### src/rtl/traffic_pkg.sv
// Shared encodings and helpers for the traffic display slice: sequencer state codes,
// lamp patterns, the 7-segment table and the BCD conversion helpers.
package traffic_pkg;

    localparam logic [2:0] ST_GR = 3'd3;
    localparam logic [2:0] ST_YR = 3'd4;
    localparam logic [2:0] ST_RG = 3'd5;
    localparam logic [2:0] ST_RY = 3'd6;

    localparam logic [2:0] LAMP_RED = 3'b100;
    localparam logic [2:0] LAMP_YEL = 3'b010;
    localparam logic [2:0] LAMP_GRN = 3'b001;

    localparam logic [6:0] TIME_SAT    = 7'd99;
    localparam logic [2:0] SHIFT_STEPS = 3'd7;

    // Segments {g,f,e,d,c,b,a}; entry 0 is the rightmost element.
    localparam logic [9:0][6:0] SEG_TABLE = {
        7'h6F, 7'h7F, 7'h07, 7'h7D, 7'h6D, 7'h66, 7'h4F, 7'h5B, 7'h06, 7'h3F
    };

    typedef enum logic [1:0] {ConvIdle, ConvLoad, ConvShift, ConvDone} conv_state_e;

    typedef struct packed {
        logic [3:0] tens;
        logic [3:0] units;
    } bcd2_t;

    function automatic logic [6:0] sat_time(input logic [6:0] t);
        return (t > TIME_SAT) ? TIME_SAT : t;
    endfunction

    function automatic logic [6:0] seg_encode(input logic [3:0] nib);
        return (nib > 4'd9) ? 7'h00 : SEG_TABLE[nib];
    endfunction

    function automatic logic [3:0] dabble_adj(input logic [3:0] nib);
        return (nib >= 4'd5) ? nib + 4'd3 : nib;
    endfunction

endpackage

### src/rtl/traffic_display_if.sv
// Sequencer-side inputs and lamp/display outputs of the traffic display block.
interface traffic_display_if;
    logic       enable;
    logic [2:0] state;
    logic [6:0] timeLane1;
    logic [6:0] timeLane2;
    logic [2:0] lamp1;
    logic [2:0] lamp2;
    logic [6:0] seg;
    logic [3:0] an;

    modport master (
        output enable, state, timeLane1, timeLane2,
        input  lamp1, lamp2, seg, an
    );

    modport slave (
        input  enable, state, timeLane1, timeLane2,
        output lamp1, lamp2, seg, an
    );
endinterface

### src/rtl/bin2bcd_seq.sv
// Sequential double-dabble: snapshots a 7-bit count (saturated to 99) on start_i and
// produces two BCD digits after seven shift cycles; done_o marks the result cycle.
module bin2bcd_seq
    import traffic_pkg::*;
(
    input  logic       clk,
    input  logic       reset,
    input  logic       clear_i,
    input  logic       start_i,
    input  logic [6:0] bin_i,
    output bcd2_t      bcd_o,
    output logic       last_o,
    output logic       done_o
);

    logic [6:0] work_q, work_d;
    bcd2_t      bcd_q, bcd_d;
    bcd2_t      adj;
    logic [2:0] cnt_q, cnt_d;
    logic       busy_q, busy_d;

    always_comb begin
        work_d    = work_q;
        bcd_d     = bcd_q;
        cnt_d     = cnt_q;
        busy_d    = busy_q;
        adj.tens  = dabble_adj(bcd_q.tens);
        adj.units = dabble_adj(bcd_q.units);
        if (clear_i) begin
            work_d = '0;
            bcd_d  = '0;
            cnt_d  = '0;
            busy_d = 1'b0;
        end else if (start_i) begin
            work_d = sat_time(bin_i);
            bcd_d  = '0;
            cnt_d  = SHIFT_STEPS;
            busy_d = 1'b1;
        end else if (busy_q) begin
            if (cnt_q != 3'd0) begin
                {bcd_d, work_d} = {adj, work_q} << 1;
                cnt_d           = cnt_q - 3'd1;
            end else begin
                busy_d = 1'b0;
            end
        end
    end

    always_ff @(posedge clk or posedge reset) begin
        if (reset) begin
            work_q <= '0;
            bcd_q  <= '0;
            cnt_q  <= '0;
            busy_q <= 1'b0;
        end else begin
            work_q <= work_d;
            bcd_q  <= bcd_d;
            cnt_q  <= cnt_d;
            busy_q <= busy_d;
        end
    end

    assign bcd_o  = bcd_q;
    assign last_o = busy_q && (cnt_q == 3'd1);
    assign done_o = busy_q && (cnt_q == 3'd0);

endmodule

### src/rtl/traffic_display.sv
// Lamp decoder, BCD conversion control and 4-digit multiplexed 7-segment driver
// for the two-lane traffic sequencer.
module traffic_display
    import traffic_pkg::*;
#(
    parameter int unsigned SCAN_DIV = 50000
) (
    input logic              clk,
    input logic              reset,
    traffic_display_if.slave bus
);

    localparam logic [19:0] SCAN_LAST = 20'(SCAN_DIV - 1);

    conv_state_e conv_q, conv_d;
    logic        conv_start, conv_clear, publish;
    logic        last1, last2, done1, done2;
    bcd2_t       bcd1, bcd2;
    bcd2_t       disp1_q, disp1_d, disp2_q, disp2_d;
    logic [19:0] scan_cnt_q, scan_cnt_d;
    logic [1:0]  digit_q, digit_d;
    logic [2:0]  lamp1_q, lamp1_d, lamp2_q, lamp2_d;
    logic [3:0]  an_q, an_d, an_sel;
    logic [6:0]  seg_q, seg_d;
    logic [3:0]  nib;
    logic        tens_sel;

    assign conv_clear = !bus.enable;

    bin2bcd_seq u_lane1 (
        .clk     (clk),
        .reset   (reset),
        .clear_i (conv_clear),
        .start_i (conv_start),
        .bin_i   (bus.timeLane1),
        .bcd_o   (bcd1),
        .last_o  (last1),
        .done_o  (done1)
    );

    bin2bcd_seq u_lane2 (
        .clk     (clk),
        .reset   (reset),
        .clear_i (conv_clear),
        .start_i (conv_start),
        .bin_i   (bus.timeLane2),
        .bcd_o   (bcd2),
        .last_o  (last2),
        .done_o  (done2)
    );

    always_comb begin
        conv_d     = conv_q;
        conv_start = 1'b0;
        publish    = 1'b0;
        if (!bus.enable) begin
            conv_d = ConvIdle;
        end else begin
            unique case (conv_q)
                ConvIdle:  conv_d = ConvLoad;
                ConvLoad: begin
                    conv_start = 1'b1;
                    conv_d     = ConvShift;
                end
                ConvShift: if (last1 && last2) conv_d = ConvDone;
                ConvDone: begin
                    publish = done1 && done2;
                    conv_d  = ConvLoad;
                end
                default:   conv_d = ConvIdle;
            endcase
        end
    end

    // Both lanes land together so the four digits never show a mixed refresh.
    always_comb begin
        disp1_d = disp1_q;
        disp2_d = disp2_q;
        if (!bus.enable) begin
            disp1_d = '0;
            disp2_d = '0;
        end else if (publish) begin
            disp1_d = bcd1;
            disp2_d = bcd2;
        end
    end

    always_comb begin
        lamp1_d = LAMP_RED;
        lamp2_d = LAMP_RED;
        if (bus.enable) begin
            case (bus.state)
                ST_GR:   lamp1_d = LAMP_GRN;
                ST_YR:   lamp1_d = LAMP_YEL;
                ST_RG:   lamp2_d = LAMP_GRN;
                ST_RY:   lamp2_d = LAMP_YEL;
                default: ;
            endcase
        end
    end

    always_comb begin
        scan_cnt_d = scan_cnt_q + 20'd1;
        digit_d    = digit_q;
        if (scan_cnt_q >= SCAN_LAST) begin
            scan_cnt_d = '0;
            digit_d    = digit_q + 2'd1;
        end
    end

    always_comb begin
        an_sel   = 4'b1110;
        nib      = disp1_q.units;
        tens_sel = 1'b0;
        unique case (digit_q)
            2'd0: begin
                an_sel = 4'b1110;
                nib    = disp1_q.units;
            end
            2'd1: begin
                an_sel   = 4'b1101;
                nib      = disp1_q.tens;
                tens_sel = 1'b1;
            end
            2'd2: begin
                an_sel = 4'b1011;
                nib    = disp2_q.units;
            end
            2'd3: begin
                an_sel   = 4'b0111;
                nib      = disp2_q.tens;
                tens_sel = 1'b1;
            end
            default: ;
        endcase
        an_d  = 4'b1111;
        seg_d = '0;
        if (bus.enable) begin
            an_d = an_sel;
            // Leading zero on a tens digit stays selected but dark.
            if (!(tens_sel && nib == 4'd0)) seg_d = seg_encode(nib);
        end
    end

    always_ff @(posedge clk or posedge reset) begin
        if (reset) begin
            conv_q     <= ConvIdle;
            disp1_q    <= '0;
            disp2_q    <= '0;
            scan_cnt_q <= '0;
            digit_q    <= '0;
            lamp1_q    <= LAMP_RED;
            lamp2_q    <= LAMP_RED;
            an_q       <= 4'b1111;
            seg_q      <= '0;
        end else begin
            conv_q     <= conv_d;
            disp1_q    <= disp1_d;
            disp2_q    <= disp2_d;
            scan_cnt_q <= scan_cnt_d;
            digit_q    <= digit_d;
            lamp1_q    <= lamp1_d;
            lamp2_q    <= lamp2_d;
            an_q       <= an_d;
            seg_q      <= seg_d;
        end
    end

    assign bus.lamp1 = lamp1_q;
    assign bus.lamp2 = lamp2_q;
    assign bus.an    = an_q;
    assign bus.seg   = seg_q;

endmodule

### src/flat_wrapper.sv
// flat-port wrapper written by rule: the top's interface ports become plain ports
module traffic_display_flat import traffic_pkg::*;
#(
    parameter int unsigned SCAN_DIV = 50000
)
  (clk, reset, bus_enable, bus_state, bus_timeLane1, bus_timeLane2, bus_lamp1, bus_lamp2, bus_seg, bus_an);
  traffic_display_if bus_i ();
  input logic clk;
  input logic reset;
  input wire logic [$bits(bus_i.enable)-1:0] bus_enable;
  input wire logic [$bits(bus_i.state)-1:0] bus_state;
  input wire logic [$bits(bus_i.timeLane1)-1:0] bus_timeLane1;
  input wire logic [$bits(bus_i.timeLane2)-1:0] bus_timeLane2;
  output wire logic [$bits(bus_i.lamp1)-1:0] bus_lamp1;
  output wire logic [$bits(bus_i.lamp2)-1:0] bus_lamp2;
  output wire logic [$bits(bus_i.seg)-1:0] bus_seg;
  output wire logic [$bits(bus_i.an)-1:0] bus_an;
  assign bus_i.enable = bus_enable;
  assign bus_i.state = bus_state;
  assign bus_i.timeLane1 = bus_timeLane1;
  assign bus_i.timeLane2 = bus_timeLane2;
  assign bus_lamp1 = bus_i.lamp1;
  assign bus_lamp2 = bus_i.lamp2;
  assign bus_seg = bus_i.seg;
  assign bus_an = bus_i.an;
  traffic_display #(.SCAN_DIV(SCAN_DIV)) u_core (.clk(clk), .reset(reset), .bus(bus_i));
endmodule
### config.mk
export PLATFORM = sky130hd
export DESIGN_NAME = traffic_display_flat
export DESIGN_NICKNAME = d
export VERILOG_FILES = /design/src/rtl/traffic_pkg.sv /design/src/rtl/traffic_display_if.sv /design/src/rtl/bin2bcd_seq.sv /design/src/rtl/traffic_display.sv /design/src/flat_wrapper.sv
export SDC_FILE = /design/constraint.sdc
export NUM_CORES = 1
export LEC_CHECK = 0
export CORE_ASPECT_RATIO = 0.75
export CORE_MARGIN = 3
export CORE_UTILIZATION = 49
export DETAILED_ROUTE_END_ITERATION = 12
export PLACE_DENSITY = 0.69
export SKIP_CTS_REPAIR_TIMING = 1
export SLEW_MARGIN = 30
export SYNTH_ARGS = -nofsm -noshare
export SYNTH_HDL_FRONTEND = slang
export SYNTH_SLANG_ARGS = --single-unit
export TNS_END_PERCENT = 5
### constraint.sdc
create_clock -name clk -period 5.1 [get_ports clk]
set_input_delay 0.51 -clock clk [delete_from_list [all_inputs] [get_ports clk]]
set_output_delay 0.51 -clock clk [all_outputs]
set_load 0.005 [all_outputs]
### Word-level counts from Yosys, hierarchy flattened

Memories as Yosys holds them, arrays and structs flattened.
Index checks and enable logic that the tools add are counted.

| operators by class | value |
|---|---|
| bitwise operators | 0 |
| div/mod/pow operators | 0 |
| reduce and logical (&&, ||, !) cells | 18 |
| multiplexer cells | 62 |
| $mul | 0 |
| add/subtract/negate cells | 8 |
| shift-type cells | 0 |
| magnitude comparators | 9 |
| equal/unequal tests | 18 |

Operators by type and width:

| kind | number |
|---|---|
| 7-bit 2-to-1 mux | 14 |
| 8-bit 2-to-1 mux | 12 |
| 3-bit 2-to-1 mux | 12 |
| 4-bit one-hot mux with 4 select lines | 2 |
| 20-bit by 1-bit adder with 20-bit output (second input constant) | 1 |
| 20-bit by 16-bit >= comparator with 1-bit output (second input constant) | 1 |
| 20-bit 2-to-1 mux | 1 |
| 4-bit by 3-bit >= comparator with 1-bit output (second input constant) | 4 |
| 7-bit > comparator (second input constant) | 2 |
| 1-bit 2-to-1 mux | 13 |
| 4-bit 2-to-1 mux | 3 |
| 3-bit by 1-bit inequality test with 1-bit output (second input constant) | 4 |
| 3-bit one-hot mux with 2 select lines | 2 |
| 3-bit == test (second input constant) | 3 |
| 4-bit by 2-bit adder with 4-bit output (second input constant) | 2 |
| 2-bit == test (second input constant) | 4 |
| 1-bit logical AND | 7 |
| 3-bit by 2-bit adder with 3-bit output (second input constant) | 2 |
| 3-bit by 1-bit == test with 1-bit output (second input constant) | 2 |
| 3-bit zero test | 2 |
| 2-bit one-hot mux with 3 select lines | 1 |
| 3-bit nonzero test | 2 |
| 3-bit by 1-bit subtractor with 3-bit output (second input constant) | 2 |
| 4-bit by 5-bit less-than comparator with 1-bit output (second input constant) | 1 |
| 11 further kinds | 16 |

| storage, ports and cells | value |
|---|---|
| bits of input ports | 20 |
| RAM bits | 0 |
| register bits | 95 |
| bits in read-only memories | 112 |
| output and inout port bits | 17 |
| memories | 1 |
| latch bits | 0 |

Memories:

| memory | words | width | read ports | clocked after Yosys merged registers in | wr ports | line | text |
|---|---|---|---|---|---|---|---|
| (no name shown) | 16 | 7 | 1 | 0 | 0 | traffic_pkg.sv:34 | `return (nib > 4'd9) ? 7'h00 : SEG_TABLE[nib];` |

### Logic depth before layout (Yosys ltp)

Gate-level depths: netlist of run 1.

| logic depth | value |
|---|---|
| depth after elaboration | 7 |
| mapped depth | 11 |
| mapped depth without buffers | 11 |

### Hierarchy

From an unflattened synthesis of run 1, not the netlist that was laid out.

| second synthesis, totals | value |
|---|---|
| cells, all modules | 467 |
| area, all modules | 4733.3 µm² |

Modules (own cells, without submodules):

| module | cells each | area an instance (µm²) | seq. area each (µm²) | times used |
|---|---|---|---|---|
| traffic_display | 227 | 2583.7 | 1433.9 | 1 |
| bin2bcd_seq | 120 | 1074.8 | 475.5 | 2 |

### Worst setup path after synthesis of run 1

No wires, ideal clock.

| timing path | value |
|---|---|
| path type | flip-flop to flip-flop |
| start point | register u_core.digit_q[0] |
| end point | register u_core.seg_q[0], in the netlist u_core.bus.seg[0] |
| clock period less this slack | 2033 ps |
| required time | 4971 ps |
| arrival time | 1904 ps |
| setup time | 129 ps |
| slack | 3067 ps |
| path buffers | 0 |
| cell stages (with the launch flop) | 11 |
| path through | dfrtp_1 inv_1 ha_1 inv_1 nor2_1 a21oi_1 inv_1 ha_1 o221a_2 nand2_1 o21ai_0 |

| on the way | value |
|---|---|
| cells in the longest elaborated chain, start to end | 7 |

RTL lines:

| item | line | text |
|---|---|---|
| from (decl) | traffic_display.sv:21 | `logic [1:0] digit_q, digit_d;` |
| from (signal assigned) | traffic_display.sv:161 | `digit_q <= digit_d;` |
| 2-bit == test, or another cell as far along | traffic_display.sv:115 | `unique case (digit_q)` |
| 4-bit one-hot mux with 4 select lines | traffic_display.sv:115 |  |
| memory read 16 x 7 bit | - |  |
| 7-bit 2-to-1 mux (implied by the code) | traffic_pkg.sv:34 |  |
| 7-bit 2-to-1 mux | traffic_pkg.sv:34 |  |
| 7-bit 2-to-1 mux (*) | traffic_display.sv:141 | `if (!(tens_sel && nib == 4'd0)) seg_d = seg_encode(nib);` |
| 7-bit 2-to-1 mux (*) | traffic_display.sv:138 | `if (bus.enable) begin` |
| named net u_core.seg_d[0] | traffic_display.sv:24 | `logic [6:0] seg_q, seg_d;` |
| to (signal assigned) | traffic_display.sv:165 | `seg_q <= seg_d;` |
| to (decl) | traffic_display.sv:24 |  |

Mark *: on every way through the listed nets, which the timed path passes. The rest lies on a longest branch. The select of a mux whose other input is x is not followed.
A chain may end at the register's enable or synchronous reset.

### Worst setup path after layout of run 1

| timing path | value |
|---|---|
| start point | register u_core.conv_q[1] |
| end point | register u_core.u_lane1.work_q[3] |

| on the way | value |
|---|---|
| cells in the longest elaborated chain, start to end | 5 |

RTL lines:

| item | line | text |
|---|---|---|
| from (decl) | traffic_display.sv:15 | `conv_state_e conv_q, conv_d;` |
| from (signal assigned) | traffic_display.sv:147 | `conv_q <= ConvIdle;` |
| from (signal assigned) | traffic_display.sv:157 | `conv_q <= conv_d;` |
| 2-bit by 1-bit == test with 1-bit output (*) | traffic_display.sv:59 | `unique case (conv_q)` |
| 1-bit 2-to-1 mux (*) | traffic_display.sv:59 |  |
| 1-bit 2-to-1 mux (*) | traffic_display.sv:56 | `if (!bus.enable) begin` |
| 3-bit by 1-bit inequality test with 1-bit output (no line) or 7-bit 2-to-1 mux (tied branches) | - |  |
| 2-bit AND reduction (no line) or 7-bit 2-to-1 mux (tied branches) | - |  |
| to (signal assigned) | bin2bcd_seq.sv:56 | `work_q <= work_d;` |
| to (decl) | bin2bcd_seq.sv:16 | `logic [6:0] work_q, work_d;` |

Every way passes the cells marked *; elsewhere a longest branch is shown, timed or not.

==> results.ini, run 1 <==
[logic_synthesis]
yosysUniqueCellTypes = 49
syn_area_mm2 = 0.00466
synth_top_area_frac = 0.478
synth.area.mux_share = 0.0483
synth-compound-area-share = 0.132
synth_top_family_by_area = simple AND/OR/NAND/NOR gates
ys_ff_latch = 95
synth_edf_count = 0
yosysTopAreaCell = dfrtp_1
synth_most_common_cell = dfrtp_1
synth_area_leaders = dfrtp_1, ha_1, nor2_1, mux2i_1, nand2_1
synthTopCellsByCount = dfrtp_1, nor2_1, nand2_1
syn_inst = 464
yosysWarnings = 0
synth-simple-area-share = 0.153
ys_seq_area_frac = 0.512
synth_ff_type = dfrtp_1
synthXorXnorAreaFrac = 0.0395
yosys.area_share.adder = 0.0752
synthArstFlopShare = 1.00
syn_area_per_cell_um2 = 10.0

[critical_path]
reg2reg_to = u_core.u_lane1.work_q[3]$_DFFE_PP0P_
start_kind = flip-flop
slowest_delay_ns = 0.71
crit_buf_inv = 1
worstPathArrival_ns = 2.87
worst-r2r-cell-count = 6
worstSetupPathType = reg -> reg
crit_family = compound AO/OA/AOI/OAI gates
rrSetupSlack_ns = 2.48
cp_cell_sequence = inv_1 > ha_1 > nand2_1 > a21oi_1 > a22oi_1 > o21ai_0
crit_slowest_cell = ha_1
critPathMaxFanout = 24
reg2reg_from = u_core.conv_q[1]$_DFFE_PP0P_
end_kind = flip-flop
cp_data_required_time_ns = 5.35

[route]
via_per_inst = 5.39
drt_iter0_drc = 240
antenna_left = 0
route.detailed.drc = 0
wl_mm = 9.30
num_vias = 3423
detail_route.first_pass.iterations = 7
routedWlPerCell_um = 14.6

[floorplanning]
die_x_um = 119
die_h_um = 90.5
row_count = 30
initial_utilization = 0.509
ios = 37
core_area_mm2 = 0.00916
die_area_mm2 = 0.0107

[timing]
clock_skew_ns = 0.00544
fin_setup_tns_ns = 0
rsz0062_at_grt = no
hold_viol_final = 0
layout_min_cycle_time_ns = 2.62
drv_slew = 0
setup_viol = 0
worst_pin_slew_ns = 0.956
timing.hold.ws_ns = 0.452
max-slew-margin-rel = 0.363
fmax_mhz = 382
min_period_over_period = 0.513

[flow_run]
max-cap-violations = 0

[grt]
antenna_found_initial = 0
grt_max_degree = 51
grt_pass1_wl_mm = 15.9
grt_pass1_vias = 3346
overflow = 0
track_usage = 0.181

[power_and_ir_drop]
power_density_mw_per_mm2 = 407
power_leakage_nw = 2.35
power_mw = 2.20
ir_worst_vdd_v = 0.000172

[cts]
htree_levels = 3
cts_tree = built
cts-root-buf = clkbuf_16
clockBufferDepth = 2
insertion_delay_ns = 0.34
cts_made_buffers = 9
cts_sinks = 95
path_clk_slew_ns = 0.07

[place]
io_buffers = 36
place_area_mm2 = 0.00514
gp_congestion = 0.863
hpwl_mm = 6.27

[final_layout]
final_nets = 550
syn2layout_area_growth_pct = 16.1
antenna_cells = 0
fill_cells = 791
drive_gt1_frac = 0.0671
postLayoutCellArea_mm2 = 0.00541

[min_path]
min_path_type = reg -> reg
min_from = u_core.scan_cnt_q[0]$_DFF_PP0_
whs_path_depth = 1
hold_path_end = u_core.scan_cnt_q[0]$_DFF_PP0_

[outcome]
status = finished, final reports clean

-- report_power, final --
| group | internal, mW | switching [mW] | total, mW | leakage [nW] |
|---|---|---|---|---|
| Clock | 0.331 | 0.285 | 0.616 | 0.126 |
| Combinational | 0.273 | 0.391 | 0.663 | 0.958 |
| Sequential | 0.861 | 0.0606 | 0.922 | 1.27 |
| Total | 1.46 | 0.736 | 2.20 | 2.35 |
-- kinds of logic after synthesis --
kind of cell	count (synthesis)
fa+ha+maj	28
other cells	1
xor+xnor	21
compound gates	93
simple gates	159
buf+inv	45
flops	95
mux	22
-- registers in the layout (all words and copies together), names as in the netlist, 3 cells and up --
| register | cells |
|---|---|
| u_core.scan_cnt_q | 20 |
| u_core.disp1_q | 8 |
| u_core.disp2_q | 8 |
| u_core.u_lane1.bcd_o | 8 |
| u_core.u_lane2.bcd_o | 8 |
| u_core.bus.seg | 7 |
| u_core.u_lane1.work_q | 7 |
| u_core.u_lane2.work_q | 7 |
| u_core.bus.an | 4 |
| u_core.bus.lamp1 | 3 |
| u_core.bus.lamp2 | 3 |
| u_core.u_lane1.cnt_q | 3 |
| u_core.u_lane2.cnt_q | 3 |
-- placed cells by master, fill, tap and decap left out, types with 4 or more instances in the layout --
cell,instances
a211oi_1,9
a21oi_1,24
a221oi_1,4
a22o_1,4
a22oi_1,4
clkbuf_16,9
clkdlybuf4s50_1,36
conb_1,4
dfrtp_1,89
dfstp_2,6
ha_1,28
inv_1,28
mux2i_1,21
nand2_1,48
nand2b_1,6
nand3_1,7
nor2_1,65
nor3_1,15
o21ai_0,27
xnor2_1,16
xor2_1,5
-- per-layer routing --
layer	global-route usage	up-vias	share of wire
met4	0.0656	0	0.010
met2	0.279	83	0.46
met1	0.249	1676	0.49
met3	0.0463	7	0.046
li1	-	1657	-
met5	0	-	0
-- area by class of cell --
type	count	area (um2)	share of cell area
inverter	30	115	0.0213
clock inverter	5	33.8	0.00624
sequential	95	2380	0.441
clock buffer	11	233	0.0430
timing repair buffer	39	383	0.0708
multi-input combinational	327	2100	0.388
tap	128	160	0.0296
-- how the worst max path moves through the flow --
stage                                  from                                    to  slack [ns]  depth (start not counted)
6_report       u_core.conv_q[1]$_DFFE_PP0P_  u_core.u_lane1.work_q[3]$_DFFE_PP0P_        2.48                          6
5_1_grt        u_core.conv_q[1]$_DFFE_PP0P_  u_core.u_lane2.work_q[4]$_DFFE_PP0P_        2.25                          6
4_1_cts        u_core.conv_q[1]$_DFFE_PP0P_  u_core.u_lane1.work_q[3]$_DFFE_PP0P_        2.55                          6
3_5_place_dp                     bus_enable   u_core.u_lane1.bcd_o[2]$_DFFE_PP0P_        2.44                          4
3_3_place_gp                     bus_enable   u_core.u_lane1.bcd_o[2]$_DFFE_PP0P_        2.57                          4
2_1_floorplan                         reset         u_core.bus.lamp1[0]$_DFF_PP0_        2.12                          1
-- stage by stage --
step / std cells / setup slack (ns) / utilization
floorplan: 467 / 2.12 / -
detailed placement: 619 / 2.44 / 0.561
finish: 635 / 2.48 / 0.591
CTS: 635 / 2.55 / 0.591
global placement: 619 / 2.57 / 0.561
global route: 635 / 2.25 / 0.591
Power figures use the tool's default switching activity.
==> inputs of run 2 (changes only) <==
--- a/config.mk
+++ b/config.mk
@@ -9,7 +9,7 @@
 export CORE_MARGIN = 3
 export CORE_UTILIZATION = 49
 export DETAILED_ROUTE_END_ITERATION = 12
-export PLACE_DENSITY = 0.69
+export PLACE_DENSITY = 0.72
 export SKIP_CTS_REPAIR_TIMING = 1
 export SLEW_MARGIN = 30
 export SYNTH_ARGS = -nofsm -noshare
==> constraint.sdc (replaced) <==
create_clock -name clk -period 2.4 [get_ports clk]
set_input_delay 0.24 -clock clk [delete_from_list [all_inputs] [get_ports clk]]
set_output_delay 0.24 -clock clk [all_outputs]
set_load 0.005 [all_outputs]
==> run 2 against run 1 <==
Effect of this change: clock power grew 130%; non-clock buffer count rose by 6; setup slack got worse by 2.4 ns; die area unchanged; cell count is 0.94% higher; highest routed layer unchanged; maximum frequency up 15%; core utilization increased by 1.1 points; critical path type unchanged; register-to-register slack got worse by 2.4 ns; global-route usage fell by 0.55 points; power grew 120%.
==> results.ini, run 2 (synthesis results as in run 1) <==
[place]
gp_congestion = 0.818
io_buffers = 36
place_area_mm2 = 0.00520
hpwl_mm = 6.24
pre_cts_slack_ns = 0.000919
placedCellCount = 625

[floorplanning]
initial_utilization = 0.509
die_h_um = 90.5
die_x_um = 119
ios = 37
core_area_mm2 = 0.00916
die_area_mm2 = 0.0107
row_count = 30

[critical_path]
worst-r2r-cell-count = 10
worstSetupPathType = reg -> reg
cp_cell_sequence = inv_1 > ha_1 > a222oi_1 > a21oi_2 > inv_1 > ha_1 > o21a_1 > nand2_1 > nand3_2 > o21ai_0
reg2reg_from = u_core.digit_q[0]$_DFFE_PP0N_
worstPathArrival_ns = 2.49
cp_data_required_time_ns = 2.62
crit_slowest_cell = dfrtp_1
critPathMaxFanout = 5
crit_buf_inv = 2
end_kind = flip-flop
reg2reg_to = u_core.bus.seg[6]$_DFF_PP0_
crit_family = compound AO/OA/AOI/OAI gates
rrSetupSlack_ns = 0.13
slowest_delay_ns = 0.39
start_kind = flip-flop

[cts]
clockBufferDepth = 2
insertion_delay_ns = 0.34
htree_levels = 3
cts_sinks = 95
cts_made_buffers = 9
cts-root-buf = clkbuf_16
path_clk_slew_ns = 0.07
cts_tree = built

[min_path]
min_path_type = in -> async

[final_layout]
final_nets = 556
antenna_cells = 0
largest_register_ffs = 20
top_register = u_core.scan_cnt_q
syn2layout_area_growth_pct = 18.3
fill_cells = 775
mostFrequentLayoutCell = dfrtp_1
drive_gt1_frac = 0.0838
final_cell_mix = dfrtp_1, nor2_1, nand2_1
post-route-util = 0.602
fin_cells = 641
postLayoutCellArea_mm2 = 0.00551

[power_and_ir_drop]
power_leakage_nw = 2.40
ir_worst_vdd_v = 0.000380
power_density_mw_per_mm2 = 876
power_mw = 4.83

[outcome]
status = finished, final reports clean

[route]
detail_route.first_pass.iterations = 5
num_vias = 3444
route.detailed.drc = 0
antenna_left = 0
via_per_inst = 5.37
drt_iter0_drc = 254
wl_mm = 9.09
routedWlPerCell_um = 14.2

[timing]
max-slew-margin-rel = 0.485
worst_pin_slew_ns = 0.770
clock_skew_ns = 0.0103
layout_min_cycle_time_ns = 2.27
fin_ws_ns = 0.130
fmax_mhz = 440
min_period_over_period = 0.946
timing.hold.ws_ns = 0.381
rsz0062_at_grt = no
drv_slew = 0
hold_viol_final = 0
setup_viol = 0
fin_setup_tns_ns = 0

[grt]
antenna_found_initial = 0
grt_pass1_wl_mm = 15.4
grt_max_degree = 96
track_usage = 0.176
grt_pass1_vias = 3283
overflow = 0

[flow_run]
max-cap-violations = 0

-- run 2: cell count changes in the layout (fill, tap and decap cells not counted), sizes merged --
cell	delta
clkinv	-1
clkbuf	+2
inv	-2
buf	+6
bufinv	+1
-- run 2: final cells by class --
class	count	area, um2	area share
well taps	128	160	0.0291
clock buffers	13	250	0.0454
clock inverters	3	42.5	0.00772
inverters	30	116	0.0211
flip-flops and latches	95	2380	0.433
multi-input cells	327	2120	0.384
repair buffers	45	440	0.0799
-- run 2: report_power, final --
group          total (mW)  internal, mW  switching, mW
Combinational        1.46         0.615          0.845
Sequential           1.96          1.83          0.130
Clock                1.41         0.835          0.570
Total                4.83          3.28           1.55
-- run 2: worst max-delay path by stage --
| stage | startpoint | endpoint | slack, ns | cells past startpoint |
|---|---|---|---|---|
| global route | u_core.digit_q[0]$_DFFE_PP0N_ | u_core.bus.seg[2]$_DFF_PP0_ | 0.009 | 10 |
| global placement | u_core.digit_q[0]$_DFFE_PP0N_ | u_core.bus.seg[6]$_DFF_PP0_ | 0.21 | 10 |
| finish | u_core.digit_q[0]$_DFFE_PP0N_ | u_core.bus.seg[6]$_DFF_PP0_ | 0.13 | 10 |
| CTS | u_core.digit_q[0]$_DFFE_PP0N_ | u_core.bus.seg[3]$_DFF_PP0_ | -0.02 | 11 |
| floorplan | u_core.digit_q[0]$_DFFE_PP0N_ | u_core.bus.seg[0]$_DFF_PP0_ | 0.37 | 10 |
| detailed placement | u_core.digit_q[0]$_DFFE_PP0N_ | u_core.bus.seg[3]$_DFF_PP0_ | 0.0009 | 11 |
-- run 2: metal layers --
layer  GRT usage  up-vias  share of wire
met5           0        -              0
met2       0.270       96           0.45
li1            -     1678              -
met1       0.237     1658           0.47
met3      0.0576       12          0.059
met4      0.0559        0          0.014
-- run 2: worst min-delay path: stages --
cell and delay, ns:
clkdlybuf4s50_1 0.44, clkinvlp_4 0.09, buf_12 0.38
